[src/rtl/mfda_valve_pkg.sv]
// Shared types, constants and the MUX8 path-pattern helper for valve sequencers.
package mfda_valve_pkg;

    localparam int unsigned AIR_W = 6;
    localparam int unsigned SEL_W = 3;

    typedef enum logic [2:0] {
        IDLE,
        CLOSE,
        OPEN,
        DWELL,
        DONE
    } state_t;

    localparam logic [AIR_W-1:0] ALL_CLOSED = 6'b111111;

    // Each select bit opens exactly one member of its control pair (0 = open).
    function automatic logic [AIR_W-1:0] mux8_pattern(input logic [SEL_W-1:0] sel);
        return {~sel[2], sel[2], ~sel[1], sel[1], ~sel[0], sel[0]};
    endfunction

endpackage

[src/rtl/valve_timer.sv]
// Loadable down-counter: holds a load value and flags its last cycle (count == 1).
module valve_timer #(
    parameter int unsigned W = 16
) (
    input  logic         clk,
    input  logic         rst,
    input  logic         load,
    input  logic [W-1:0] value,
    output logic         expired_c
);

    logic [W-1:0] count;

    // Reload on demand, otherwise count down and park at 1 so it can never wrap.
    always_ff @(posedge clk) begin
        if (rst) begin
            count <= '0;
        end else if (load) begin
            count <= value;
        end else if (count > W'(1)) begin
            count <= count - W'(1);
        end
    end

    // Last cycle of the loaded interval.
    always_comb begin
        expired_c = (count == W'(1));
    end

endmodule

[src/rtl/mux8_valve_sequencer.sv]
// Break-before-make air sequencer for the 8:1 fluidic multiplexer control lines.
module mux8_valve_sequencer
    import mfda_valve_pkg::*;
#(
    parameter int unsigned SETTLE_CYC = 100,
    parameter int unsigned DWELL_W    = 16
) (
    input  logic               clk,
    input  logic               rst,
    input  logic               req_valid,
    output logic               req_ready,
    input  logic [SEL_W-1:0]   req_sel,
    input  logic [DWELL_W-1:0] req_dwell,
    input  logic               abort,
    output logic [AIR_W-1:0]   air,
    output logic               busy,
    output logic               done,
    output logic               aborted,
    output logic [SEL_W-1:0]   active_sel
);

    localparam int unsigned SETTLE_W = $clog2(SETTLE_CYC + 1);
    localparam int unsigned CNT_W    = (DWELL_W > SETTLE_W) ? DWELL_W : SETTLE_W;

    state_t             state;
    state_t             state_d;
    logic [DWELL_W-1:0] dwell_q;
    logic               accept_c;
    logic               aborted_d;
    logic               load_c;
    logic [CNT_W-1:0]   load_val_c;
    logic               expired_c;
    logic [AIR_W-1:0]   air_d;

    valve_timer #(
        .W(CNT_W)
    ) u_timer (
        .clk      (clk),
        .rst      (rst),
        .load     (load_c),
        .value    (load_val_c),
        .expired_c(expired_c)
    );

    // Next state, timer reload and next registered output values.
    always_comb begin
        state_d    = state;
        accept_c   = 1'b0;
        aborted_d  = 1'b0;
        load_c     = 1'b0;
        load_val_c = '0;
        air_d      = ALL_CLOSED;

        if (state != IDLE && abort) begin
            state_d   = IDLE;
            aborted_d = 1'b1;
        end else begin
            case (state)
                IDLE: begin
                    if (req_valid && req_ready && !abort) begin
                        accept_c = 1'b1;
                        state_d  = CLOSE;
                    end
                end
                CLOSE: if (expired_c) state_d = OPEN;
                OPEN: begin
                    if (expired_c) state_d = (dwell_q == '0) ? DONE : DWELL;
                end
                DWELL: if (expired_c) state_d = DONE;
                DONE:    state_d = IDLE;
                default: state_d = IDLE;
            endcase
        end

        // Every state entry restarts the timer with that state's interval.
        load_c = (state_d != state);
        case (state_d)
            CLOSE, OPEN: load_val_c = CNT_W'(SETTLE_CYC);
            DWELL:       load_val_c = CNT_W'(dwell_q);
            default:     load_val_c = '0;
        endcase

        if (state_d == OPEN || state_d == DWELL) begin
            air_d = mux8_pattern(active_sel);
        end
    end

    // State register, request latch and registered outputs.
    always_ff @(posedge clk) begin
        if (rst) begin
            state      <= IDLE;
            air        <= ALL_CLOSED;
            req_ready  <= 1'b1;
            busy       <= 1'b0;
            done       <= 1'b0;
            aborted    <= 1'b0;
            active_sel <= '0;
            dwell_q    <= '0;
        end else begin
            state     <= state_d;
            air       <= air_d;
            req_ready <= (state_d == IDLE);
            busy      <= (state_d != IDLE);
            done      <= (state_d == DONE);
            aborted   <= aborted_d;
            if (accept_c) begin
                active_sel <= req_sel;
                dwell_q    <= req_dwell;
            end
        end
    end

endmodule

[config.mk]
export PLATFORM = sky130hd
export DESIGN_NAME = mux8_valve_sequencer
export DESIGN_NICKNAME = d
export VERILOG_FILES = /design/src/rtl/mfda_valve_pkg.sv /design/src/rtl/valve_timer.sv /design/src/rtl/mux8_valve_sequencer.sv
export SDC_FILE = /design/constraint.sdc
export NUM_CORES = 1
export LEC_CHECK = 0
export ABC_AREA = 1
export BUFFER_PORTS_ARGS = -buffer_cell sky130_fd_sc_hd__buf_4
export CAP_MARGIN = 15
export CORE_MARGIN = 5
export CORE_UTILIZATION = 51
export DETAILED_ROUTE_END_ITERATION = 10
export HOLD_SLACK_MARGIN = 0.03
export PLACE_DENSITY_LB_ADDON = 0.25
export SETUP_SLACK_MARGIN = 0.2
export SYNTH_ARGS = -nofsm -noshare
export SYNTH_HDL_FRONTEND = slang
export SYNTH_HIERARCHICAL = 1
export SYNTH_SLANG_ARGS = --single-unit
[constraint.sdc]
create_clock -name clk -period 2.4 [get_ports clk]
set_input_delay 0.48 -clock clk [delete_from_list [all_inputs] [get_ports clk]]
set_output_delay 0.48 -clock clk [all_outputs]
set_load 0.02 [all_outputs]
==> results of run 1 <==
==> per-layer routing <==
metal | routed length, um | track usage | part of all wire | up-vias
met5 | 0 | 0 | 0 | -
met3 | 345 | 0.04402 | 0.057 | 9
met2 | 2817 | 0.3356 | 0.46 | 66
met1 | 2845 | 0.2577 | 0.47 | 1073
li1 | - | - | - | 1277
met4 | 75 | 0.06588 | 0.012 | 0
==> flip-flops by register name, summed over array words and instances (netlist names) <==
register,cells
busy,1
done,1
state,3
aborted,1
dwell_q,16
req_ready,1
u_timer/count,16
active_sel,3
air,6
==> cells in the mapped netlist, drive strengths merged <==
cell / number / share of area
nand4: 1 / 0.0025
nand3: 23 / 0.055
xnor2: 1 / 0.0035
o21ai: 27 / 0.054
xor2: 4 / 0.014
dfxtp: 48 / 0.39
clkbuf: 7 / 0.011
nor4: 1 / 0.0025
ha: 2 / 0.010
nor2: 77 / 0.14
inv: 42 / 0.063
nand2: 113 / 0.18
a21oi: 23 / 0.048
buf: 5 / 0.015
nor3: 3 / 0.0080
nand3b: 1 / 0.0030
==> what timing repair did <==
| action | CTS | global route |
|---|---|---|
| resized for setup | 29 | 14 |
| setup buffers | 13 | 2 |
| setup endpoints to repair | 16 | 16 |
| cloned | 2 | 0 |
| pin swaps | 11 | 4 |
==> power by group through the flow <==
| stage | clock (mW) | combinational [mW] | sequential [mW] |
|---|---|---|---|
| 2_1_floorplan | 0 | 1.62 | 1.17 |
| 3_3_place_gp | 0 | 2.06 | 1.14 |
| 3_5_place_dp | 0 | 2.10 | 1.14 |
| 4_1_cts | 0.683 | 2.46 | 1.15 |
| 5_1_grt | 0.722 | 2.87 | 1.19 |
| 6_report | 0.675 | 2.56 | 1.17 |
==> worst max path at each step <==
stage,slack [ps],start,depth (start not counted),to
finish,210,u_timer/count[8],14,u_timer/count[0]
global placement,30,u_timer/count[1],15,u_timer/count[3]
global route,40,u_timer/count[8],15,u_timer/count[8]
CTS,220,u_timer/count[9],14,u_timer/count[1]
floorplan,220,u_timer/count[1],17,u_timer/count[8]
detailed placement,-40,u_timer/count[1],15,u_timer/count[3]
==> layout make-up <==
cell class,count,share of cell area
Clock buffer,5,0.02140
Inverter,42,0.05058
Multi-Input combinational cell,276,0.4366
Timing Repair Buffer,58,0.1428
Sequential cell,48,0.3039
Tap cell,67,0.02607
Clock inverter,2,0.01868
==> critical path, delay by kind of cell (launching register included) <==
kind,cells,cell delay [ps]
simple gates,9,1110
compound gates,3,380
flops,1,370
buf+inv,2,260
==> through the flow <==
step | cell area (sq um) | total power [mW]
after floorplan | 2510 | 2.794
after global placement | 2834 | 3.205
after detailed placement | 2834 | 3.246
after CTS | 3167 | 4.294
after global routing | 3216 | 4.782
final | 3216 | 4.406
==> cell families after synthesis <==
kind of cell    synth area share
compound gates            0.1020
xor+xnor                 0.01759
fa+ha+maj                0.01005
buf+inv                  0.08844
flops                     0.3859
simple gates              0.3960
==> out/qor.txt, run 1 <==
net total in the final layout -> 456
Ant. Diodes -> 0
Seq pwr share -> 0.265
routability congestion estimate -> 0.9237
period utilisation layout -> 0.9120
commonest non-fill, non-tap cells in the layout -> nand2_1 (101), nor2_1 (55), buf_4 (54), dfxtp_1 (41), inv_1 (34)
Iter 0 DRT Violations -> 159
reg2reg start -> u_timer/count[8]
Ys Warns -> 6
Fillers -> 399
vias in the first global route -> 2293
clock latency on the worst-skew pair -> 300 ps
Post-Route WL -> 6084 um
core region area -> 4723 sq um
count of unique library cells instantiated by Yosys -> 28
Mapped Area -> 2490 sq um
power share of the clock group -> 0.153
Worst Reg-to-Reg Cells -> 14
VDD IR max -> 0.0006179 V
H-tree lvl count -> 2
Area growth, synth to finish -> 29.15%
Tmin final -> 2189 ps
clk sinks -> 48
DIE AREA -> 6379 sq um
Hold Crit Class -> in2reg
Final Max Slew Viols -> 0
DR vias/cell -> 4.869
Place WS -> -38.81 ps
share of layout cells above drive strength 1 -> 0.2854
Buffers on Ports -> 35
effective utilization at floorplan -> 0.5272
Crit Path Max Fanout -> 10
hold path depth -> 3
average size of a mapped cell -> 6.587 sq um
smallest hold slack -> 398.2 ps
commonest non-fill, non-tap cell in the layout -> nand2_1
Die Height -> 79.87 um
max_cap viols -> 0
status -> finished, final reports clean
Tot GR Track Use -> 0.2013
element type at the critical path end -> register
r2r endpoint -> u_timer/count[0]
clock skew -> 3.324 ps
Slew @ Worst Pin -> 499.2 ps
Worst path slowest cell -> dfxtp_4
CP Class -> reg2reg
clock tree buffer depth -> 2
Fin. Hold Viols -> 0
Worst Hold End -> dwell_q[2]
Vias -> 2425
# IOs -> 36
CTS tree -> done
syn_nets -> 403
Final Util -> 0.6808
Pwr per Cell Area -> 1370 nW/um^2
CTS Hold Bufs -> 0
CTS clock-pin slew for the worst setup and hold paths -> 90 ps
Finish-stage setup viols -> 0
crit path cell chain -> nor2_4 -> nand2_4 -> nor4_4 -> inv_2 -> o21ai_2 -> nand2_2 -> nand3_1 -> nand2_1 -> nor2_2 -> nand2_4 -> buf_6 -> o21ai_0 -> nand2_1 -> a21oi_1
leakage -> 1.500 nW
Pre-antenna DRT Iters -> 4
R2R Setup Slk -> 210 ps
relative slew slack -> 0.6669
sequential share of the synthesized area -> 0.3859
Die X -> 79.87 um
required time worst endpoint -> 2630 ps
Num CTS Buffers -> 5
row cnt -> 25
DRC Markers -> 0
drt wl/cell -> 12.22 um
first-pass GRT wire length -> 10270 um
root buffer cell -> clkbuf_8
Routed Antenna Nets -> 0
Final Instance Count excl. Fillers -> 498
Slowest Stage Delay on Critical Path -> 370 ps
synthesized netlist cell count -> 378
setup tns final -> 0 ps
dpl cells -> 474
flops & latches, synth -> 48
Int Power -> 2.410 mW
NetSw -> 1.996 mW
Worst Hold Launch -> req_dwell[2]
RSZ-0062 raised after global routing -> yes
GRT overflow -> 0
largest net degree at the start of global routing -> 36
critical path startpoint category -> register
fmax -> 456.9 MHz
initial antenna violation count -> 0
setup ws final -> 211.3 ps
Comb pwr share -> 0.581
worst path arrival time -> 2420 ps
register area -> 977.2 sq um
detailed placement HPWL -> 4252 um
area of the multi-input gates -> 1404 sq um
switch share -> 0.4529
Note: power is estimated with default switching activity, not from simulation.
==> run 2, diff against run 1 <==
--- a/config.mk
+++ b/config.mk
@@ -5,7 +5,6 @@
 export SDC_FILE = /design/constraint.sdc
 export NUM_CORES = 1
 export LEC_CHECK = 0
-export ABC_AREA = 1
 export BUFFER_PORTS_ARGS = -buffer_cell sky130_fd_sc_hd__buf_4
 export CAP_MARGIN = 15
 export CORE_MARGIN = 5
==> out/qor.txt, run 2 <==
status -> finished, final reports clean
element type at the critical path end -> register
commonest non-fill, non-tap cells in the layout -> nand2_1 (74), buf_4 (57), dfxtp_1 (41), a21oi_1 (26), nor2_1 (12)
detailed placement HPWL -> 3945 um (-7.2%)
commonest non-fill, non-tap cell in the layout -> nand2_1
CTS Hold Bufs -> 0 (unchanged)
Iter 0 DRT Violations -> 157 (-1.3%)
Hold Crit Class -> reg2reg
# IOs -> 36 (unchanged)
setup tns final -> 0 ps (unchanged)
Post-Route WL -> 5653 um (-7.1%)
leakage -> 1.197 nW (-20%)
Pwr per Cell Area -> 1079 nW/um^2 (-21%)
Num CTS Buffers -> 5 (unchanged)
most frequent cell after synthesis -> nand2_1
Finish-stage setup viols -> 0 (unchanged)
dpl cells -> 385 (-19%)
Routed Antenna Nets -> 0 (unchanged)
core region area -> 4661 sq um (-1.3%)
Worst Hold Launch -> active_sel[1]
Crit Path Max Fanout -> 8 (-2)
Ant. Diodes -> 0 (unchanged)
Area growth, synth to finish -> 28.85%
root buffer cell -> clkbuf_8
reg2reg start -> u_timer/count[8]
critical path startpoint category -> register
Vias -> 2202 (-9.2%)
ys async rst share -> 0 (unchanged)
Tot GR Track Use -> 0.1881 (-0.01327)
synth top area cells -> dfxtp_1 (40%), nand2_1 (12%), a21oi_1 (5.4%)
effective utilization at floorplan -> 0.5211 (-0.006079)
Fin. Hold Viols -> 0 (unchanged)
share of layout cells above drive strength 1 -> 0.3248 (+0.03940)
H-tree lvl count -> 2 (unchanged)
CP Launch Point -> u_timer/count[8]
Buffers on Ports -> 35 (unchanged)
ys flop type -> dfxtp_1
Worst Reg-to-Reg Cells -> 10 (-4)
routability congestion estimate -> 0.8197 (-11%)
CTS tree -> done
Ys Warns -> 6 (unchanged)
R2R Setup Slk -> 230 ps (+20 ps)
count of unique library cells instantiated by Yosys -> 57 (+100%)
CTS clock-pin slew for the worst setup and hold paths -> 90 ps (about the same)
Mapped Area -> 2429 sq um (-2.5%)
drt wl/cell -> 13.96 um (+14%)
average size of a mapped cell -> 8.177 sq um (+24%)
crit path to -> u_timer/count[15]
CP Class -> reg2reg
r2r endpoint -> u_timer/count[15]
Pre-antenna DRT Iters -> 4 (unchanged)
period utilisation layout -> 0.9033 (-0.008651)
fin area -> 3129 sq um (-2.7%)
flops & latches, synth -> 48 (unchanged)
Die X -> 79.01 um (-1.1%)
DR vias/cell -> 5.437 (+12%)
Final Max Slew Viols -> 0 (unchanged)
clock tree buffer depth -> 2 (unchanged)
Post-synth EDFFs -> 0 (unchanged)
worst path arrival time -> 2420 ps (about the same)
fmax -> 461.3 MHz (+0.96%)
RSZ-0062 raised after global routing -> yes
Die Height -> 79.01 um (-1.1%)
initial antenna violation count -> 0 (unchanged)
area leader, netlist -> dfxtp_1
net total in the final layout -> 375 (-18%)
Tmin final -> 2168 ps (-20.76 ps)
DIE AREA -> 6242 sq um (-2.2%)
Placed Area -> 2788 sq um (-1.6%)
GRT overflow -> 0 (unchanged)
Commonest cells post-synth -> nand2_1 (77), dfxtp_1 (48), a21oi_1 (26)
largest net degree at the start of global routing -> 36 (unchanged)
clock skew -> 7.148 ps (+3.825 ps)
Final Instance Count excl. Fillers -> 405 (-19%)
Final Util -> 0.6714 (-0.009386)
row cnt -> 25 (unchanged)
clock latency on the worst-skew pair -> 310 ps (about the same)
relative slew slack -> 0.6849 (+0.01805)
vias in the first global route -> 1989 (-13%)
clk sinks -> 48 (unchanged)
VDD IR max -> 0.0004766 V (-23%)
sequential share of the synthesized area -> 0.3957 (+0.009743)
Yosys top cell area share -> 0.3957 (+0.009743)
required time worst endpoint -> 2660 ps (+30 ps)
syn_nets -> 322 (-20%)
Top Registers -> dwell_q: 16 flops, u_timer/count: 16 flops, air: 6 flops
Slew @ Worst Pin -> 468.3 ps (-30.84 ps)
synthesized netlist cell count -> 297 (-21%)
max_cap viols -> 0 (unchanged)
first-pass GRT wire length -> 9522 um (-7.3%)
DRC Markers -> 0 (unchanged)
-- run 2: how the worst min path moves through the flow --
stage	to	slack, ps	cells after the start
6_report	air[3]	420	1
5_1_grt	dwell_q[12]	410	3
4_1_cts	dwell_q[12]	410	3
3_5_place_dp	air[5]	400	1
3_3_place_gp	air[3]	390	1
2_1_floorplan	dwell_q[12]	450	2
-- run 2: cells by family after synthesis --
logic type      count (synthesis)  synth area share
xor+xnor                       11           0.03967
fa+ha+maj                       2           0.01030
simple gates                  152            0.3313
buf+inv                        21           0.04534
compound gates                 61            0.1685
mux                             2          0.009273
flops                          48            0.3957
-- run 2: timing repair --
item                                   4_1_cts  5_1_grt
pin swaps                                    4       13
setup endpoints to repair                   15       16
endpoints found under the hold margin        0        0
gates cloned                                 0        0
gates resized for setup                      4       36
setup buffers                                3        9
-- run 2: stage by stage --
| stage | setup WS, ps | hold WS, ps | power (mW) |
|---|---|---|---|
| floorplan | 112.9 | 449.2 | 2.100 |
| global placement | 141.2 | 392.0 | 2.471 |
| detailed placement | 103.3 | 397.1 | 2.489 |
| CTS | 195.5 | 410.8 | 3.206 |
| global route | 109.9 | 405.7 | 3.601 |
| finish | 232.0 | 416.1 | 3.376 |
-- run 2: layout make-up --
type	instances	area, sq um
Multi-Input combinational cell	228	1465
Sequential cell	48	974.7
Timing Repair Buffer	61	473.0
Clock inverter	1	30.03
Fill cell	409	1531
Inverter	6	22.52
Clock buffer	7	96.34
Tap cell	54	67.56
-- run 2: per-layer routing --
metal,track usage,part of all wire,up-vias
li1,-,-,1127
met1,0.2593,0.46,999
met2,0.2904,0.47,65
met3,0.04195,0.060,11
met4,0.06186,0.014,0
met5,0,0,-
-- run 2: critical path: stages (launching register included) --
cell	delay, ps
dfxtp_4	370
nor4_4	350
nand3_4	120
nor2_4	130
buf_6	130
and4bb_4	260
a211oi_4	50
o22a_4	300
buf_6	150
nor2_4	120
a22o_1	130
-- run 2: power by group --
group,switching (mW),internal (mW)
combinational,0.855,0.780
clock,0.266,0.368
sequential,0.169,0.938
